===== src/rtl/demux4_pkg.sv =====
// rtl/demux4_pkg.sv - shared constants and lane state encoding for demux4_buf
package demux4_pkg;

    localparam int DEFAULT_WIDTH = 4;

    localparam logic [1:0] LANE_A = 2'b00;
    localparam logic [1:0] LANE_B = 2'b01;
    localparam logic [1:0] LANE_C = 2'b10;
    localparam logic [1:0] LANE_D = 2'b11;

    typedef enum logic {
        EMPTY = 1'b0,
        FULL  = 1'b1
    } lane_state_t;

endpackage


===== src/rtl/demux4_lane.sv =====
// rtl/demux4_lane.sv - one-entry output buffer with push/pop/replace
//   clk, rst_n            clock, asynchronous active-low reset
//   push, push_data       write a word into the buffer this cycle
//   out_data, out_valid   buffered word and full flag
//   out_ready             consumer takes the word this cycle
module demux4_lane
    import demux4_pkg::*;
#(
    parameter int WIDTH = DEFAULT_WIDTH
) (
    input  logic             clk,
    input  logic             rst_n,
    input  logic             push,
    input  logic [WIDTH-1:0] push_data,
    output logic [WIDTH-1:0] out_data,
    output logic             out_valid,
    input  logic             out_ready
);

    lane_state_t      state_q;
    lane_state_t      state_d;
    logic [WIDTH-1:0] data_q;
    logic             pop;

    assign pop = (state_q == FULL) && out_ready;

    always_ff @(posedge clk or negedge rst_n) begin
        if (!rst_n) begin
            state_q <= EMPTY;
        end else begin
            state_q <= state_d;
        end
    end

    // A push while full only happens when the word is also popped,
    // so FULL+push is a replace and stays FULL.
    always_comb begin
        state_d = state_q;
        case (state_q)
            EMPTY: if (push)        state_d = FULL;
            FULL:  if (pop && !push) state_d = EMPTY;
            default:                state_d = EMPTY;
        endcase
    end

    // Data is only written on push and holds after the lane drains.
    always_ff @(posedge clk or negedge rst_n) begin
        if (!rst_n) begin
            data_q <= '0;
        end else if (push) begin
            data_q <= push_data;
        end
    end

    assign out_data  = data_q;
    assign out_valid = (state_q == FULL);

endmodule


===== src/rtl/demux4_buf.sv =====
// rtl/demux4_buf.sv - 1:4 stream demux into four one-entry lane buffers
//   clk, rst_n                    clock, asynchronous active-low reset
//   in_data, in_sel, in_valid     input word, destination lane, valid
//   in_ready                      selected lane can accept this cycle
//   out_data_x, out_valid_x       lane x buffered word and full flag
//   out_ready_x                   consumer of lane x takes the word
//   DEMUX4_AUTO_SEL_EN adds in_auto (round-robin lane selection) and
//   auto_ptr (current round-robin lane).
module demux4_buf
    import demux4_pkg::*;
#(
    parameter int WIDTH = DEFAULT_WIDTH
) (
    input  logic             clk,
    input  logic             rst_n,
`ifdef DEMUX4_AUTO_SEL_EN
    input  logic             in_auto,
    output logic [1:0]       auto_ptr,
`endif
    input  logic [WIDTH-1:0] in_data,
    input  logic [1:0]       in_sel,
    input  logic             in_valid,
    output logic             in_ready,
    output logic [WIDTH-1:0] out_data_a,
    output logic [WIDTH-1:0] out_data_b,
    output logic [WIDTH-1:0] out_data_c,
    output logic [WIDTH-1:0] out_data_d,
    output logic             out_valid_a,
    output logic             out_valid_b,
    output logic             out_valid_c,
    output logic             out_valid_d,
    input  logic             out_ready_a,
    input  logic             out_ready_b,
    input  logic             out_ready_c,
    input  logic             out_ready_d
);

    logic [1:0]       eff_sel;
    logic             push_en;
    logic [3:0]       lane_valid;
    logic [3:0]       lane_ready;
    logic [WIDTH-1:0] lane_data [4];

`ifdef DEMUX4_AUTO_SEL_EN
    logic [1:0] auto_ptr_q;

    // Advances only on an accepted word in auto mode; wraps naturally at 2 bits.
    always_ff @(posedge clk or negedge rst_n) begin
        if (!rst_n) begin
            auto_ptr_q <= LANE_A;
        end else if (push_en && in_auto) begin
            auto_ptr_q <= auto_ptr_q + 2'd1;
        end
    end

    assign auto_ptr = auto_ptr_q;
    assign eff_sel  = in_auto ? auto_ptr_q : in_sel;
`else
    assign eff_sel  = in_sel;
`endif

    assign lane_ready[LANE_A] = out_ready_a;
    assign lane_ready[LANE_B] = out_ready_b;
    assign lane_ready[LANE_C] = out_ready_c;
    assign lane_ready[LANE_D] = out_ready_d;

    // A lane being popped this cycle can take a new word with no bubble.
    assign in_ready = ~lane_valid[eff_sel] | lane_ready[eff_sel];
    assign push_en  = in_valid & in_ready;

    for (genvar i = 0; i < 4; i++) begin : g_lane
        demux4_lane #(
            .WIDTH(WIDTH)
        ) u_lane (
            .clk      (clk),
            .rst_n    (rst_n),
            .push     (push_en && (eff_sel == 2'(i))),
            .push_data(in_data),
            .out_data (lane_data[i]),
            .out_valid(lane_valid[i]),
            .out_ready(lane_ready[i])
        );
    end

    assign out_data_a  = lane_data[LANE_A];
    assign out_data_b  = lane_data[LANE_B];
    assign out_data_c  = lane_data[LANE_C];
    assign out_data_d  = lane_data[LANE_D];
    assign out_valid_a = lane_valid[LANE_A];
    assign out_valid_b = lane_valid[LANE_B];
    assign out_valid_c = lane_valid[LANE_C];
    assign out_valid_d = lane_valid[LANE_D];

endmodule


===== config.mk =====
export PLATFORM = sky130hd
export DESIGN_NAME = demux4_buf
export DESIGN_NICKNAME = d
export VERILOG_FILES = /design/src/rtl/demux4_pkg.sv /design/src/rtl/demux4_lane.sv /design/src/rtl/demux4_buf.sv
export SDC_FILE = /design/constraint.sdc
export NUM_CORES = 1
export LEC_CHECK = 0
export CORE_MARGIN = 8
export CORE_UTILIZATION = 35
export DETAILED_ROUTE_END_ITERATION = 8
export MAX_ROUTING_LAYER = met4
export PLACE_DENSITY = 0.75
export SYNTH_ARGS = -nofsm -noshare
export SYNTH_HDL_FRONTEND = slang
export SYNTH_SLANG_ARGS = --single-unit

===== constraint.sdc =====
create_clock -name clk -period 1.4 [get_ports clk]
set_input_delay 0.28 -clock clk [delete_from_list [all_inputs] [get_ports clk]]
set_output_delay 0.28 -clock clk [all_outputs]
set_load 0.1 [all_outputs]

==> metrics.txt <==
# rows=17; status=finished, violations left; unrepaired setup endpoints after global routing=true; register-to-register setup slack=-100 ps; Ports=34; routed len/inst=17.9 um; Core ar.=0.00225 mm2; crit path launch type=flop; first-pass GRT wire length=3.88 mm; Worst Skew=9.00 ps; Worst EP arrival=1480 ps; port buffer count=33; number of DRC markers in iteration 0=8; f_max=567 MHz; DR DRC count=0; Layout area overhead=101%; final period utilization=126%; gp weighted congestion=0.671; largest net degree at the start of global routing=21; Setup CP Type=flop to output pin; DIE WIDTH=65.1 um; Avg Cell Area, Syn=15.6 um2; peak supply drop=1.34 mV; worst skew pair latency=300 ps; Syn. warnings=0; CTS tree=done; Post-Synthesis Cells=54; Overflow after GRT=0; count of final hold-check violations=0; most frequent cells in the layout=buf_12 (21), dfrtp_1 (16), mux2_4 (13), buf_4 (13), buf_6 (7); final setup fails=7; Worst Max-Slew Pin Slew=259 ps; TritonCTS buffer count=3; Max Cap Viol=0; Hold-fix buffers, CTS=0; Initial Util=37.4%; worst reg-to-reg path cell count=6; nets=124; routed vias/inst=4.67; max_slew headroom=82.7%; Total Routing Usage GR=12.2%; data required time at the worst endpoint=1120 ps; Synth Net Count=67; multi-input logic area=405 um2; most common cell after layout, fill and taps aside=buf_12; height of the die=65.1 um; total power draw=2.70 mW; Register Area=515 um2; clk slew on worst S/H paths=110 ps; failing checks=negative setup slack; TritonRoute pass-1 iters=4; clk root buf=clkbuf_4; Filler cells=147; Min-Delay Path Class=primary input to asynchronous set/reset pin; H-tree levels=1; FF+latch count, synth=20; count of pins over their slew limit=0; Critical Path Sink Type=output pin; critical register-to-register path startpoint=g_lane[3].u_lane.out_valid; number of global-route vias before repair=742; DRT Wirelength=2.48 mm; Seq/Total Area, Yosys=59.3%; clk buf depth=2; library cells used by synthesis=14; LEAKAGE=0.814 nW; n_diodes=0; Worst Path Max Fanout=2; worst slack, placed=-403 ps; Final ANT Viol Nets=0; share of layout cells above drive strength 1=67.3%; clock sink total=20; die area=0.00424 mm2; antenna violations before repair=0; via count=644; Synth Cell Area=843 um2; Final Critical Period=1760 ps; reg-to-reg endpoint=g_lane[3].u_lane.out_data[3]; final worst slack=-365 ps; power density over cell area=1590 mW/mm2
[synthesized netlist by cell type, drive strengths merged]
cell	instances	area (um2)
mux2	16	195
and3	1	6.26
dfrtp	20	500
mux4	1	22.5
nor2b	2	22.5
buf	1	11.3
nand2	5	18.8
nand3	1	10.0
o21ai	1	5.00
nand2b	4	25.0
nand3b	1	7.51
nor3b	1	18.8
[critical path: stages, from the launching register on]
cell and delay (ps):
dfrtp_4 450, nand2b_4 60, mux4_2 490, buf_12 190
[per-stage QoR]
| step | instances | util, % | hold slack (ps) | TNS (ps) | instance area [um2] |
|---|---|---|---|---|---|
| floorplan | 54 | - | -15.6 | -724 | 896 |
| global placement | 127 | 69.1 | 554 | -5240 | 1560 |
| detailed placement | 127 | 69.1 | 564 | -5770 | 1560 |
| CTS | 137 | 74.0 | 303 | -717 | 1670 |
| global route | 138 | 75.3 | 318 | -1250 | 1700 |
| finish | 138 | 75.3 | 299 | -780 | 1700 |
[sequential cells by signal (all words and copies together), names as in the netlist]
register / cells
g_lane.u_lane.out_valid: 4
g_lane.u_lane.out_data: 16
[logic make-up (layout without fill, tap and decap cells)]
kind of cell | count (synthesis) | after routing | share of synthesized area (%)
buffers and inverters | 1 | 57 | 1.34
muxes | 17 | 17 | 25.8
AOI/OAI and AO/OA | 1 | 1 | 0.593
DFF | 20 | 20 | 59.3
and+or+nand+nor | 15 | 15 | 12.9
[power breakdown]
group | leakage [nW] | switching [mW] | internal (mW) | total (mW)
Combinational | 0.563 | 0.972 | 0.627 | 1.60
Sequential | 0.236 | 0.123 | 0.690 | 0.813
Clock | 0.0150 | 0.173 | 0.111 | 0.284
[metal layers]
layer  share of wire (%)  up-vias  GRT usage [%]
li1                    -      301              -
met1                  41      325           13.3
met2                  55       16           21.6
met3                 3.4        2           3.61
met4                0.36        0           2.45
met5                   0        -              -
[cell type report]
cell class,count,share of cell area [%]
tap,28,2.06
clock buffer,4,1.55
sequential,20,30.4
multi-input combinational,33,23.9
timing repair buffer,53,42.2
[worst max path at each step]
stage | from | to | slack, ps | depth (start not counted)
detailed placement | out_ready_b | in_ready | -400 | 4
global placement | out_ready_b | in_ready | -400 | 4
CTS | g_lane[3].u_lane.out_valid | in_ready | -370 | 3
floorplan | g_lane[1].u_lane.out_valid | in_ready | -320 | 2
finish | g_lane[2].u_lane.out_valid | in_ready | -360 | 3
global route | g_lane[3].u_lane.out_valid | in_ready | -420 | 3
[repair_timing]
item,in CTS,in global routing
cloned,0,0
pin swaps,0,1
gates resized for setup,16,9
endpoints found under the setup margin,13,21
setup buffers,6,5
(Power assumes the default switching activity.)
